`config.mk`:
```
export PLATFORM = sky130hd
export DESIGN_NAME = twofish_enc_ctrl_flat
export DESIGN_NICKNAME = d
export VERILOG_FILES = /design/src/rtl/twofish_pkg.sv /design/src/rtl/twofish_enc_ctrl_if.sv /design/src/rtl/twofish_ks_delay.sv /design/src/rtl/twofish_enc_ctrl.sv /design/src/flat_wrapper.sv
export SDC_FILE = /design/constraint.sdc
export NUM_CORES = 1
export LEC_CHECK = 0
export CORE_MARGIN = 10
export CORE_UTILIZATION = 53
export DETAILED_ROUTE_END_ITERATION = 10
export PLACE_DENSITY = 0.9
export SETUP_SLACK_MARGIN = 0.5
export SYNTH_ARGS = -nofsm -noshare
export SYNTH_HDL_FRONTEND = slang
export SYNTH_SLANG_ARGS = --single-unit
```
`constraint.sdc`:
```
create_clock -name clk -period 7.1 [get_ports clk]
set_input_delay 1.065 -clock clk [delete_from_list [all_inputs] [get_ports clk]]
set_output_delay 1.065 -clock clk [all_outputs]
set_load 0.03 [all_outputs]
```
`src/rtl/twofish_pkg.sv`:
```
// Shared definitions for the Twofish encryption datapath and its sequencer.
package twofish_pkg;

   typedef enum logic [2:0] {
      IDLE   = 3'd0,
      KEYGEN = 3'd1,
      KDRAIN = 3'd2,
      LOAD   = 3'd3,
      ROUND  = 3'd4,
      FINAL  = 3'd5,
      OUT    = 3'd6
   } state_t;

   localparam int unsigned DEFAULT_ROUNDS   = 16;
   localparam int unsigned NUM_WHITEN_PAIRS = 4;
   localparam int unsigned IN_WHITEN_IDX    = 0;
   localparam int unsigned OUT_WHITEN_IDX   = 2;
   localparam int unsigned ROUND_KEY_BASE   = 4;
   localparam int unsigned IDX_W            = 6;
   localparam int unsigned RND_W            = 5;

   // Subkey pair read by round r; round keys follow the four whitening pairs.
   function automatic logic [IDX_W-1:0] round_key_idx(input logic [IDX_W-1:0] r);
      return r + IDX_W'(ROUND_KEY_BASE);
   endfunction

endpackage

```
`src/rtl/twofish_enc_ctrl_if.sv`:
```
// Host handshake and datapath control bundle of the Twofish encryption sequencer.
interface twofish_enc_ctrl_if;
   import twofish_pkg::*;

   logic             in_valid;
   logic             in_new_key;
   logic             in_ready;
   logic [IDX_W-1:0] ks_idx;
   logic             ks_we;
   logic [IDX_W-1:0] ks_waddr;
   logic [IDX_W-1:0] rd_idx;
   logic             ld_in;
   logic             rnd_en;
   logic [RND_W-1:0] rnd_num;
   logic             ld_out;
   logic             out_valid;
   logic             out_ready;
   logic             busy;
   logic             key_valid;

   modport master (
      output in_valid, in_new_key, out_ready,
      input  in_ready, ks_idx, ks_we, ks_waddr, rd_idx, ld_in, rnd_en,
             rnd_num, ld_out, out_valid, busy, key_valid
   );

   modport slave (
      input  in_valid, in_new_key, out_ready,
      output in_ready, ks_idx, ks_we, ks_waddr, rd_idx, ld_in, rnd_en,
             rnd_num, ld_out, out_valid, busy, key_valid
   );

endinterface

```
`src/rtl/twofish_ks_delay.sv`:
```
// Aligns subkey-store writes with the h-function output: HLAT-deep valid/address
// shift register, flushed by reset so no stale write survives an abort.
module twofish_ks_delay
   import twofish_pkg::*;
#(
   parameter int unsigned HLAT = 1
) (
   input  logic             clk,
   input  logic             reset,
   input  logic             in_we,
   input  logic [IDX_W-1:0] in_addr,
   output logic             out_we,
   output logic [IDX_W-1:0] out_addr
);

   if (HLAT == 0) begin : g_pass
      assign out_we   = in_we;
      assign out_addr = in_addr;
   end else begin : g_pipe
      logic [HLAT-1:0]  we_r;
      logic [IDX_W-1:0] addr_r [HLAT];

      // Shift write strobe and address one stage per clock.
      always_ff @(posedge clk) begin
         if (reset) begin
            we_r <= {HLAT{1'b0}};
            for (int i = 0; i < int'(HLAT); i++) begin
               addr_r[i] <= {IDX_W{1'b0}};
            end
         end else begin
            we_r[0]   <= in_we;
            addr_r[0] <= in_addr;
            for (int i = 1; i < int'(HLAT); i++) begin
               we_r[i]   <= we_r[i-1];
               addr_r[i] <= addr_r[i-1];
            end
         end
      end

      assign out_we   = we_r[HLAT-1];
      assign out_addr = addr_r[HLAT-1];
   end

endmodule

```
`src/rtl/twofish_enc_ctrl.sv`:
```
// Twofish encryption sequencer: host handshake, key-expansion stepping and
// whitening/round timing. All control outputs are registered.
module twofish_enc_ctrl
   import twofish_pkg::*;
#(
   parameter int unsigned ROUNDS = DEFAULT_ROUNDS,
   parameter int unsigned HLAT   = 1
) (
   input logic               clk,
   input logic               reset,
   twofish_enc_ctrl_if.slave bus
);

   localparam int unsigned      NPAIRS     = NUM_WHITEN_PAIRS + ROUNDS;
   localparam logic [IDX_W-1:0] LAST_PAIR  = IDX_W'(NPAIRS - 1);
   localparam logic [IDX_W-1:0] LAST_ROUND = IDX_W'(ROUNDS - 1);
   localparam logic [IDX_W-1:0] LAST_DRAIN = IDX_W'(HLAT - 1);

   state_t           state_r, state_s;
   logic [IDX_W-1:0] cnt_r, cnt_s;

   logic             in_ready_r, in_ready_s;
   logic             busy_r, busy_s;
   logic             key_valid_r, key_valid_s;
   logic             ks_gen_r, ks_gen_s;
   logic [IDX_W-1:0] ks_idx_r, ks_idx_s;
   logic [IDX_W-1:0] rd_idx_r, rd_idx_s;
   logic             ld_in_r, ld_in_s;
   logic             rnd_en_r, rnd_en_s;
   logic [RND_W-1:0] rnd_num_r, rnd_num_s;
   logic             ld_out_r, ld_out_s;
   logic             out_valid_r, out_valid_s;

   logic             ks_we_s;
   logic [IDX_W-1:0] ks_waddr_s;
   logic             last_write_s;

   twofish_ks_delay #(.HLAT(HLAT)) u_ks_delay (
      .clk      (clk),
      .reset    (reset),
      .in_we    (ks_gen_r),
      .in_addr  (ks_idx_r),
      .out_we   (ks_we_s),
      .out_addr (ks_waddr_s)
   );

   assign last_write_s = ks_we_s && (ks_waddr_s == LAST_PAIR);

   // Next-state and shared phase counter.
   always_comb begin
      state_s = state_r;
      cnt_s   = cnt_r;
      case (state_r)
         IDLE: begin
            if (bus.in_valid) begin
               cnt_s = {IDX_W{1'b0}};
               if (bus.in_new_key || !key_valid_r) begin
                  state_s = KEYGEN;
               end else begin
                  state_s = LOAD;
               end
            end else begin
               state_s = IDLE;
            end
         end
         KEYGEN: begin
            if (cnt_r == LAST_PAIR) begin
               cnt_s = {IDX_W{1'b0}};
               if (HLAT == 0) begin
                  state_s = LOAD;
               end else begin
                  state_s = KDRAIN;
               end
            end else begin
               cnt_s = cnt_r + 6'd1;
            end
         end
         KDRAIN: begin
            if (cnt_r == LAST_DRAIN) begin
               cnt_s   = {IDX_W{1'b0}};
               state_s = LOAD;
            end else begin
               cnt_s = cnt_r + 6'd1;
            end
         end
         LOAD: begin
            cnt_s   = {IDX_W{1'b0}};
            state_s = ROUND;
         end
         ROUND: begin
            if (cnt_r == LAST_ROUND) begin
               cnt_s   = {IDX_W{1'b0}};
               state_s = FINAL;
            end else begin
               cnt_s = cnt_r + 6'd1;
            end
         end
         FINAL: begin
            state_s = OUT;
         end
         OUT: begin
            if (bus.out_ready) begin
               state_s = IDLE;
            end else begin
               state_s = OUT;
            end
         end
         default: begin
            cnt_s   = {IDX_W{1'b0}};
            state_s = IDLE;
         end
      endcase
   end

   // Output values decoded from the upcoming state so outputs can be registered.
   always_comb begin
      in_ready_s  = 1'b0;
      busy_s      = 1'b1;
      ks_gen_s    = 1'b0;
      ks_idx_s    = {IDX_W{1'b0}};
      rd_idx_s    = {IDX_W{1'b0}};
      ld_in_s     = 1'b0;
      rnd_en_s    = 1'b0;
      rnd_num_s   = {RND_W{1'b0}};
      ld_out_s    = 1'b0;
      out_valid_s = 1'b0;
      case (state_s)
         IDLE: begin
            in_ready_s = 1'b1;
            busy_s     = 1'b0;
         end
         KEYGEN: begin
            ks_gen_s = 1'b1;
            ks_idx_s = cnt_s;
         end
         KDRAIN: begin
            ks_gen_s = 1'b0;
         end
         LOAD: begin
            ld_in_s  = 1'b1;
            rd_idx_s = IDX_W'(IN_WHITEN_IDX);
         end
         ROUND: begin
            rnd_en_s  = 1'b1;
            rnd_num_s = cnt_s[RND_W-1:0];
            rd_idx_s  = round_key_idx(cnt_s);
         end
         FINAL: begin
            ld_out_s = 1'b1;
            rd_idx_s = IDX_W'(OUT_WHITEN_IDX);
         end
         OUT: begin
            out_valid_s = 1'b1;
         end
         default: begin
            busy_s = 1'b1;
         end
      endcase

      // A fresh expansion invalidates the store until its final pair lands.
      if ((state_r == IDLE) && (state_s == KEYGEN)) begin
         key_valid_s = 1'b0;
      end else if (last_write_s) begin
         key_valid_s = 1'b1;
      end else begin
         key_valid_s = key_valid_r;
      end
   end

   // State, counter and registered outputs.
   always_ff @(posedge clk) begin
      if (reset) begin
         state_r     <= IDLE;
         cnt_r       <= {IDX_W{1'b0}};
         in_ready_r  <= 1'b1;
         busy_r      <= 1'b0;
         key_valid_r <= 1'b0;
         ks_gen_r    <= 1'b0;
         ks_idx_r    <= {IDX_W{1'b0}};
         rd_idx_r    <= {IDX_W{1'b0}};
         ld_in_r     <= 1'b0;
         rnd_en_r    <= 1'b0;
         rnd_num_r   <= {RND_W{1'b0}};
         ld_out_r    <= 1'b0;
         out_valid_r <= 1'b0;
      end else begin
         state_r     <= state_s;
         cnt_r       <= cnt_s;
         in_ready_r  <= in_ready_s;
         busy_r      <= busy_s;
         key_valid_r <= key_valid_s;
         ks_gen_r    <= ks_gen_s;
         ks_idx_r    <= ks_idx_s;
         rd_idx_r    <= rd_idx_s;
         ld_in_r     <= ld_in_s;
         rnd_en_r    <= rnd_en_s;
         rnd_num_r   <= rnd_num_s;
         ld_out_r    <= ld_out_s;
         out_valid_r <= out_valid_s;
      end
   end

   assign bus.in_ready  = in_ready_r;
   assign bus.busy      = busy_r;
   assign bus.key_valid = key_valid_r;
   assign bus.ks_idx    = ks_idx_r;
   assign bus.ks_we     = ks_we_s;
   assign bus.ks_waddr  = ks_waddr_s;
   assign bus.rd_idx    = rd_idx_r;
   assign bus.ld_in     = ld_in_r;
   assign bus.rnd_en    = rnd_en_r;
   assign bus.rnd_num   = rnd_num_r;
   assign bus.ld_out    = ld_out_r;
   assign bus.out_valid = out_valid_r;

endmodule

```
`src/flat_wrapper.sv`:
```
// flat-port wrapper written by rule: the top's interface ports become plain ports
module twofish_enc_ctrl_flat import twofish_pkg::*;
#(
   parameter int unsigned ROUNDS = DEFAULT_ROUNDS,
   parameter int unsigned HLAT   = 1
)
  (clk, reset, bus_in_valid, bus_in_new_key, bus_out_ready, bus_in_ready, bus_ks_idx, bus_ks_we, bus_ks_waddr, bus_rd_idx, bus_ld_in, bus_rnd_en, bus_rnd_num, bus_ld_out, bus_out_valid, bus_busy, bus_key_valid);
  twofish_enc_ctrl_if bus_i ();
  input logic clk;
  input logic reset;
  input wire logic [$bits(bus_i.in_valid)-1:0] bus_in_valid;
  input wire logic [$bits(bus_i.in_new_key)-1:0] bus_in_new_key;
  input wire logic [$bits(bus_i.out_ready)-1:0] bus_out_ready;
  output wire logic [$bits(bus_i.in_ready)-1:0] bus_in_ready;
  output wire logic [$bits(bus_i.ks_idx)-1:0] bus_ks_idx;
  output wire logic [$bits(bus_i.ks_we)-1:0] bus_ks_we;
  output wire logic [$bits(bus_i.ks_waddr)-1:0] bus_ks_waddr;
  output wire logic [$bits(bus_i.rd_idx)-1:0] bus_rd_idx;
  output wire logic [$bits(bus_i.ld_in)-1:0] bus_ld_in;
  output wire logic [$bits(bus_i.rnd_en)-1:0] bus_rnd_en;
  output wire logic [$bits(bus_i.rnd_num)-1:0] bus_rnd_num;
  output wire logic [$bits(bus_i.ld_out)-1:0] bus_ld_out;
  output wire logic [$bits(bus_i.out_valid)-1:0] bus_out_valid;
  output wire logic [$bits(bus_i.busy)-1:0] bus_busy;
  output wire logic [$bits(bus_i.key_valid)-1:0] bus_key_valid;
  assign bus_i.in_valid = bus_in_valid;
  assign bus_i.in_new_key = bus_in_new_key;
  assign bus_i.out_ready = bus_out_ready;
  assign bus_in_ready = bus_i.in_ready;
  assign bus_ks_idx = bus_i.ks_idx;
  assign bus_ks_we = bus_i.ks_we;
  assign bus_ks_waddr = bus_i.ks_waddr;
  assign bus_rd_idx = bus_i.rd_idx;
  assign bus_ld_in = bus_i.ld_in;
  assign bus_rnd_en = bus_i.rnd_en;
  assign bus_rnd_num = bus_i.rnd_num;
  assign bus_ld_out = bus_i.ld_out;
  assign bus_out_valid = bus_i.out_valid;
  assign bus_busy = bus_i.busy;
  assign bus_key_valid = bus_i.key_valid;
  twofish_enc_ctrl #(.ROUNDS(ROUNDS), .HLAT(HLAT)) u_core (.clk(clk), .reset(reset), .bus(bus_i));
endmodule
```
Word level (Yosys, flattened, before mapping)
Memory sizes are Yosys's and may differ from the RTL's.
Cells that the tools add are included.
{"block": "totals", "reg_bits": 35, "ramBits": 6, "output_inout_bits": 31, "wordCells": 70, "memories": 1}
{"block": "classes", "add_sub_neg": 2, "n_eq_ne": 14, "mux": 25, "n_bitwise": 2, "n_reduce_logical": 12}
{"name": "u_core.u_ks_delay.g_pipe.addr_r", "words": 1, "word_bits": 6, "rd": 1, "rd_ports_with_merged_regs": 0, "wr": 1, "line": "twofish_ks_delay.sv:21", "rtl": "logic [IDX_W-1:0] addr_r [HLAT];"}
{"cell": "$mux W6", "n": 5}
{"cell": "$pmux W6 S5", "n": 1}
{"cell": "$pmux W3 S7", "n": 1}
{"cell": "$eq A3 B3 Y1 const B", "n": 6}
{"cell": "$eq A6 B5 Y1 const B", "n": 2}
{"cell": "$mux W3", "n": 4}
{"cell": "$pmux W6 S2", "n": 1}
{"cell": "$mux W1", "n": 11}
{"cell": "$eq A3 B2 Y1 const B", "n": 3}
{"cell": "$reduce_or A2 Y1", "n": 4}
{"cell": "$add A6 B1 Y6 const B", "n": 1}
{"cell": "$add A6 B3 Y6 const B", "n": 1}
{"cell": "$eq A3 B1 Y1 const B", "n": 2}
{"cell": "$eq A6 B4 Y1 const B", "n": 1}
{"cell": "$logic_not A3 Y1", "n": 2}
{"cell": "$logic_not A6 Y1", "n": 1}
{"cell": "$reduce_or A6 Y1", "n": 1}
{"cell": "$mux W2", "n": 2}
{"cell": "$logic_and A1 B1 Y1", "n": 2}
{"cell": "$not A1 Y1", "n": 2}
{"cell": "$logic_not A1 Y1", "n": 1}
{"cell": "$logic_or A1 B1 Y1", "n": 1}

Logic depth before layout (Yosys ltp)
Gate-level depths: netlist of the first run.
{"block": "logic_depth", "word_depth": 8, "mapped_depth": 10}

Modules after synthesis
From an unflattened synthesis of the first run, not the netlist that was laid out.
{"block": "hier_totals", "hier_cells": 172, "area_unflattened_um2": 1581.5}
{"mod": "twofish_enc_ctrl", "n_inst": 1, "cells_each": 158, "area_each_um2": 1397.6}
{"mod": "twofish_ks_delay", "n_inst": 1, "cells_each": 14, "area_each_um2": 183.9}

Worst setup path before layout of the first run
No wires, ideal clock.
{"block": "synth_timing", "path_kind": "input to register", "from": "input port bus_in_valid", "to": "register u_core.rd_idx_r[5] (netlist: u_core.bus.rd_idx[5])", "setup_time_ns": 0.115, "t_arrival_ns": 2.729, "required_time_ns": 6.985, "path_slack_ns": 4.256, "stages": 6, "n_path_buf": 0, "cell_sequence": "or3_1 a22o_1 and3_4 a311o_1 or4_1 and3_1"}
{"block": "synth_between", "elab_chain_cells": 4, "elab_cells_between_ends": 8, "classes_between": "1 x add/sub; 2 x eq/ne; 5 x mux"}
{"item": "from (decl)", "line": "flat_wrapper.sv:11", "rtl": "input wire logic [$bits(bus_i.in_valid)-1:0] bus_in_valid;"}
{"item": "$mux W6 / $mux W2 (equally long branches)", "line": "twofish_enc_ctrl.sv:55", "rtl": "if (bus.in_valid) begin"}
{"item": "$pmux W6 S5 / $pmux W3 S7 (equally long branches)", "line": "twofish_enc_ctrl.sv:53", "rtl": "case (state_r)"}
{"item": "$add A6 B3 Y6 / $eq A3 B3 Y1 (equally long branches)", "line": "twofish_pkg.sv:24, twofish_enc_ctrl.sv:127"}
{"item": "$pmux W6 S2 (*)", "line": "twofish_enc_ctrl.sv:127", "rtl": "case (state_s)"}
{"item": "to (signal assigned)", "line": "twofish_enc_ctrl.sv:180", "rtl": "rd_idx_r <= {IDX_W{1'b0}};"}
{"item": "to (signal assigned)", "line": "twofish_enc_ctrl.sv:194", "rtl": "rd_idx_r <= rd_idx_s;"}
{"item": "to (decl)", "line": "twofish_enc_ctrl.sv:27", "rtl": "logic [IDX_W-1:0] rd_idx_r, rd_idx_s;"}
Mark *: on every way between the ends. The rest lies on a longest branch, timed or not.
A chain may end at the register's enable or synchronous reset.

Worst setup path after layout of the first run
Same ends and word-level chain as after synthesis.

==> results of run 1 <==
==> synth_stat cells, drive strengths merged <==
| library cell | number |
|---|---|
| a211o | 1 |
| a211oi | 1 |
| a21boi | 1 |
| a21o | 2 |
| a21oi | 7 |
| a221oi | 1 |
| a22o | 1 |
| a22oi | 2 |
| a311o | 2 |
| a311oi | 2 |
| a31o | 1 |
| a31oi | 5 |
| a41oi | 1 |
| and2 | 3 |
| and3 | 4 |
| buf | 2 |
| clkbuf | 6 |
| dfxtp | 41 |
| ha | 3 |
| inv | 13 |
| nand2 | 7 |
| nand2b | 4 |
| nand3 | 4 |
| nand3b | 1 |
| nor2 | 31 |
| nor2b | 8 |
| nor3 | 4 |
| nor3b | 1 |
| nor4 | 1 |
| nor4bb | 1 |
| o211ai | 2 |
| o21a | 1 |
| o21ai | 2 |
| o22ai | 3 |
| o31a | 2 |
| o31ai | 1 |
| or2 | 4 |
| or3 | 1 |
| or3b | 1 |
| or4 | 1 |
| xnor2 | 1 |
| xor2 | 1 |
==> flip-flops by register name, indices dropped and copies added, names as in the netlist <==
signal / count
u_core.ks_gen_r: 1
u_core.u_ks_delay.out_we: 1
u_core.bus.ld_in: 1
u_core.bus.rnd_num: 5
u_core.bus.key_valid: 1
u_core.bus.ld_out: 1
u_core.cnt_r: 6
u_core.bus.in_ready: 1
u_core.bus.rnd_en: 1
u_core.state_r: 3
u_core.bus.ks_idx: 6
u_core.bus.out_valid: 1
u_core.u_ks_delay.g_pipe.addr_r: 6
u_core.bus.rd_idx: 6
u_core.bus.busy: 1
==> critical path: stages <==
cell	delay (ns)
clkdlybuf4s50_1	0.46
or3_1	0.33
a22o_1	0.25
and3_4	0.19
a311o_1	0.38
or4_1	0.47
and3_1	0.17
==> power breakdown <==
group / switching [mW] / total [mW] / internal [mW]
sequential: 0.00440 / 0.238 / 0.234
combinational: 0.0197 / 0.0330 / 0.0133
clock: 0.0697 / 0.154 / 0.0841
total: 0.0938 / 0.425 / 0.331
==> through the flow <==
step           power, mW  cell area, µm²  setup WS (ns)  hold WS (ns)  utilization
2_1_floorplan      0.264            1620           4.26         0.414            -
3_3_place_gp       0.275            1970           3.71         0.423        0.696
3_5_place_dp       0.276            1970           3.69         0.454        0.696
4_1_cts            0.427            2050           4.04         0.471        0.726
5_1_grt            0.441            2050           3.85         0.490        0.726
6_report           0.425            2050           4.02         0.469        0.726
==> layer usage <==
metal,wire length (µm),global-route usage,vias to the layer above
met5,0,0,-
met3,365,0.0657,8
li1,-,-,693
met2,1890,0.240,65
met4,68,0.0680,0
met1,1630,0.163,652
==> area by class of cell <==
class,count,share of cell area
clock buffer,7,0.0268
clock inverter,1,0.0146
inverter,13,0.0238
multi-input combinational,119,0.346
sequential,41,0.400
tap,31,0.0189
timing repair buffer,35,0.171
==> how the worst max path moves through the flow <==
stage	slack [ns]	to	depth (start not counted)	from
2_1_floorplan	4.26	u_core.bus.rd_idx[5]	6	bus_in_valid
3_3_place_gp	3.71	u_core.bus.rd_idx[5]	7	bus_in_valid
3_5_place_dp	3.69	u_core.bus.rd_idx[5]	7	bus_in_valid
4_1_cts	4.04	u_core.bus.rd_idx[5]	7	bus_in_valid
5_1_grt	3.85	u_core.bus.rd_idx[4]	9	bus_in_valid
6_report	4.02	u_core.bus.rd_idx[5]	7	bus_in_valid
==> placed cells by master (no fill, tap or decap), drive strengths merged, types with 2 or more instances in the layout <==
cell           netlist  layout
a21o                 2       2
a21oi                7       7
a22oi                2       2
a311o                2       2
a311oi               2       2
a31oi                5       5
and2                 3       3
and3                 4       4
clkbuf               6       7
clkdlybuf4s50        0      35
dfxtp               41      41
ha                   3       3
inv                 13      13
nand2                7       7
nand2b               4       4
nand3                4       4
nor2                31      31
nor2b                8       8
nor3                 4       4
o211ai               2       2
o21ai                2       2
o22ai                3       3
o31a                 2       2
or2                  4       4
==> logic make-up (layout without fill, tap and decap cells) <==
logic type	Yosys count	in the layout	share of synthesized area
compound gates	38	38	0.166
xor+xnor	2	2	0.0108
fa+ha+maj	3	3	0.0232
buf+inv	21	56	0.0534
flops	41	41	0.508
simple gates	76	76	0.238
==> impl_metrics.py, run 1 <==
metrics = {
    "setup_path": {
        "r2r_slack_ns": 4.42,
        "r2r-start": "u_core.cnt_r[0]",
        "startpoint_type": "input pin",
        "reg2reg_to": "u_core.bus.rd_idx[4]",
        "end_kind": "flip-flop",
        "cp_data_arrival_time_ns": 3.32,
        "critPathKind": "input pin to flip-flop",
        "crit_required_ns": 7.34,
        "r2r_cells": 9,
        "path_max_fanout": 5,
    },
    "routing": {
        "vias": 1418,
        "dr.pass1.iters": 4,
        "first_iter_violations": 98,
        "ant_nets": 0,
        "wl_per_cell_um": 16.0,
        "drc": 0,
        "viasPerCell": 5.74,
        "wl_mm": 3.95,
    },
    "grt": {
        "grt_use_total": 0.148,
        "grt_max_degree": 24,
        "grt_pass1_wl_mm": 6.40,
        "antenna_found_initial": 0,
        "grt_overflow_total": 0,
        "grt_pass1_vias": 1361,
    },
    "power": {
        "peakVddDrop_v": 0.000180,
        "p_leak_nw": 0.796,
        "powerDensity_nw_per_um2": 207,
    },
    "timing": {
        "finalMaxSlewViolations": 0,
        "period_share": 0.433,
        "finalHoldViolations": 0,
        "clock.fmax_ghz": 0.325,
        "rsz0062_at_grt": "no",
        "worst_pin_slew_ns": 0.773,
        "slew_headroom": 0.483,
        "tns_ns": 0,
        "layout_min_cycle_time_ns": 3.08,
        "clock_skew_ns": 0.00908,
        "finalSetupViolations": 0,
    },
    "placed_design": {
        "place_inst": 239,
        "hpwl_mm": 2.97,
        "place.gp.congestion": 0.828,
        "numPortBuffers": 35,
    },
    "clock_network": {
        "ctsHtreeMaxLevel": 2,
        "cts_root_buf": "clkbuf_4",
        "cts_setup_buffers": 0,
        "insertion_delay_ns": 0.34,
        "clockBufferDepth": 2,
        "cts_tree": "yes",
        "numClockSinks": 41,
        "path_clk_slew_ns": 0.11,
        "cts_hold_buf": 0,
        "numCtsBuffers": 5,
        "post_cts_resized": 0,
    },
    "final_layout": {
        "area_growth_pct": 27.0,
        "finalNetCount": 223,
        "register_area_um2": 821,
        "fillerInstances": 213,
        "drive_gt1_frac": 0.0602,
        "antennaDiodeCount": 0,
        "multi_input_area_um2": 709,
        "stdcell_count": 247,
    },
    "synthesis": {
        "postSynthAreaPerCell_um2": 8.93,
        "netlist_area_um2": 1620,
        "ys_ff_latch": 41,
        "synth_area_leaders": "dfxtp_1, nor2_1, nor2b_1, inv_1, ha_1",
        "yosys.area.top_type": "dfxtp_1",
        "ys_seq_area_frac": 0.508,
        "yosysWarnings": 0,
        "synth.net_count": 189,
        "synthDistinctLibCells": 44,
        "synthCells": 181,
        "yosysTopAreaCellShare": 0.508,
    },
    "die": {
        "num_rows": 19,
        "start_util": 0.571,
        "fp.coreArea_um2": 2830,
        "die_w_um": 75.2,
        "dieArea_um2": 5660,
        "die-height_um": 75.2,
        "ios": 36,
    },
    "worst_hold_path": {
        "hp-start": "u_core.bus.ks_idx[0]",
        "whs_endpoint": "u_core.u_ks_delay.g_pipe.addr_r[0][0]",
        "hold_depth": 1,
        "hold_class": "flip-flop to flip-flop",
    },
    "run_status": {
        "outcome": "completed",
    },
    "flow_run": {
        "maxCapViolations": 0,
    },
}
(Power assumes the default switching activity.)
==> inputs of run 2 (changes only) <==
--- a/config.mk
+++ b/config.mk
@@ -6,9 +6,9 @@
 export NUM_CORES = 1
 export LEC_CHECK = 0
 export CORE_MARGIN = 10
-export CORE_UTILIZATION = 53
+export CORE_UTILIZATION = 49
 export DETAILED_ROUTE_END_ITERATION = 10
-export PLACE_DENSITY = 0.9
+export PLACE_DENSITY = 0.85
 export SETUP_SLACK_MARGIN = 0.5
 export SYNTH_ARGS = -nofsm -noshare
 export SYNTH_HDL_FRONTEND = slang
==> constraint.sdc (replaced) <==
create_clock -name clk -period 3.1 [get_ports clk]
set_input_delay 0.465 -clock clk [delete_from_list [all_inputs] [get_ports clk]]
set_output_delay 0.465 -clock clk [all_outputs]
set_load 0.03 [all_outputs]
==> impl_metrics.py, run 2 (synthesized netlist as in run 1, its figures left out) <==
metrics = {
    "run_status": {
        "outcome": "completed",
    },
    "routing": {
        "dr.pass1.iters": 4,
        "first_iter_violations": 122,
        "viasPerCell": 5.28,
        "ant_nets": 0,
        "wl_per_cell_um": 14.6,
        "drc": 0,
        "wl_mm": 3.81,
        "vias": 1377,
    },
    "final_layout": {
        "final_common_cell": "dfxtp_1",
        "fin_area_um2": 2060,
        "finalNetCount": 224,
        "drive_gt1_frac": 0.0783,
        "stdcell_count": 261,
        "multi_input_area_um2": 716,
        "fillerInstances": 285,
        "area_growth_pct": 27.7,
        "antennaDiodeCount": 0,
        "final_cell_mix": "dfxtp_1, clkdlybuf4s50_1, nor2_1",
        "register_area_um2": 822,
    },
    "clock_network": {
        "cts_tree": "yes",
        "clockBufferDepth": 2,
        "ctsHtreeMaxLevel": 2,
        "cts_hold_buf": 0,
        "insertion_delay_ns": 0.35,
        "numCtsBuffers": 5,
        "cts_root_buf": "clkbuf_4",
        "path_clk_slew_ns": 0.12,
        "cts_setup_buffers": 0,
        "numClockSinks": 41,
    },
    "power": {
        "p_leak_nw": 0.796,
        "peakVddDrop_v": 0.000276,
        "powerDensity_nw_per_um2": 438,
    },
    "setup_path": {
        "end_kind": "flip-flop",
        "startpoint_type": "flip-flop",
        "crit_required_ns": 3.36,
        "critPathKind": "flip-flop to flip-flop",
        "cp_data_arrival_time_ns": 2.76,
        "crit_buf_inv": 1,
        "cp_cell_sequence": "inv_1 -> ha_1 -> nor3b_1 -> a211o_1 -> a311oi_1 -> a221oi_2 -> or4_1 -> and3_1",
        "path_max_fanout": 6,
        "slowest_delay_ns": 0.52,
        "cp_slowest_cell": "or4_1",
        "critPathTopFamily": "simple AND/OR/NAND/NOR gates",
    },
    "timing": {
        "clock_skew_ns": 0.0127,
        "finalSetupViolations": 0,
        "worst_pin_slew_ns": 0.538,
        "layout_min_cycle_time_ns": 2.50,
        "tns_ns": 0,
        "finalMaxSlewViolations": 0,
        "rsz0062_at_grt": "no",
        "finalHoldViolations": 0,
        "fin_ws_ns": 0.596,
        "period_share": 0.808,
        "clock.fmax_ghz": 0.399,
        "slew_headroom": 0.637,
        "holdWs_ns": 0.465,
    },
    "grt": {
        "antenna_found_initial": 0,
        "grt_pass1_wl_mm": 6.24,
        "grt_use_total": 0.126,
        "grt_pass1_vias": 1291,
        "grt_max_degree": 20,
        "grt_overflow_total": 0,
    },
    "placed_design": {
        "place_ws_ns": 0.268,
        "place_inst": 253,
        "hpwl_mm": 2.85,
        "place.gp.congestion": 0.886,
        "placed_area_um2": 1990,
        "numPortBuffers": 35,
    },
    "die": {
        "num_rows": 20,
        "die-height_um": 77.4,
        "die_w_um": 77.4,
        "dieArea_um2": 6000,
        "ios": 36,
        "fp.coreArea_um2": 3100,
        "start_util": 0.521,
    },
    "worst_hold_path": {
        "hold_class": "flip-flop to flip-flop",
    },
    "flow_run": {
        "maxCapViolations": 0,
    },
}
==> run 2: power breakdown <==
group,switching [mW],internal [mW],total [mW]
registers,0.00944,0.536,0.545
clock network,0.170,0.111,0.280
logic,0.0462,0.0314,0.0776
total,0.225,0.678,0.903
==> run 2: cell type report <==
cell class                 count  area share
sequential                    41       0.398
inverter                      13      0.0236
multi-input combinational    119       0.347
clock buffer                   6      0.0248
tap                           44      0.0267
timing repair buffer          36       0.173
clock inverter                 2     0.00667
==> run 2: repair_timing <==
item / CTS / global route
gates resized for setup: 0 / 2
endpoints found under the setup margin: 0 / 3
endpoints found under the hold margin: 0 / 0
==> run 2: routing by layer <==
layer | part of all wire | GRT usage | up-vias | wire (µm)
li1 | - | - | 693 | -
met4 | 0.0087 | 0.0365 | 0 | 33
met5 | 0 | 0 | - | 0
met3 | 0.081 | 0.0588 | 4 | 308
met2 | 0.48 | 0.207 | 46 | 1830
met1 | 0.43 | 0.144 | 634 | 1640
==> run 2: stage by stage <==
stage | utilization | power [mW]
floorplan | - | 0.605
global placement | 0.642 | 0.632
detailed placement | 0.642 | 0.634
CTS | 0.663 | 0.911
global route | 0.665 | 0.948
finish | 0.665 | 0.903
==> run 2: worst register-to-register path, delay by kind of cell (launching register included) <==
family / cells / cell delay, ns
buffers and inverters: 1 / 0.09
adders and majority gates: 1 / 0.18
AOI/OAI and AO/OA: 3 / 0.84
and+or+nand+nor: 3 / 0.84
DFF: 1 / 0.46
==> run 2: path summary, 6_finish.rpt <==
check	from	end	slack, ns	cells after the start
worst min-delay path	u_core.ks_gen_r	u_core.u_ks_delay.out_we	0.47	1
worst min register to register	u_core.ks_gen_r	u_core.u_ks_delay.out_we	0.47	1
worst max register to register	u_core.cnt_r[1]	u_core.bus.rd_idx[5]	0.60	8
worst max-delay path	u_core.cnt_r[1]	u_core.bus.rd_idx[5]	0.60	8
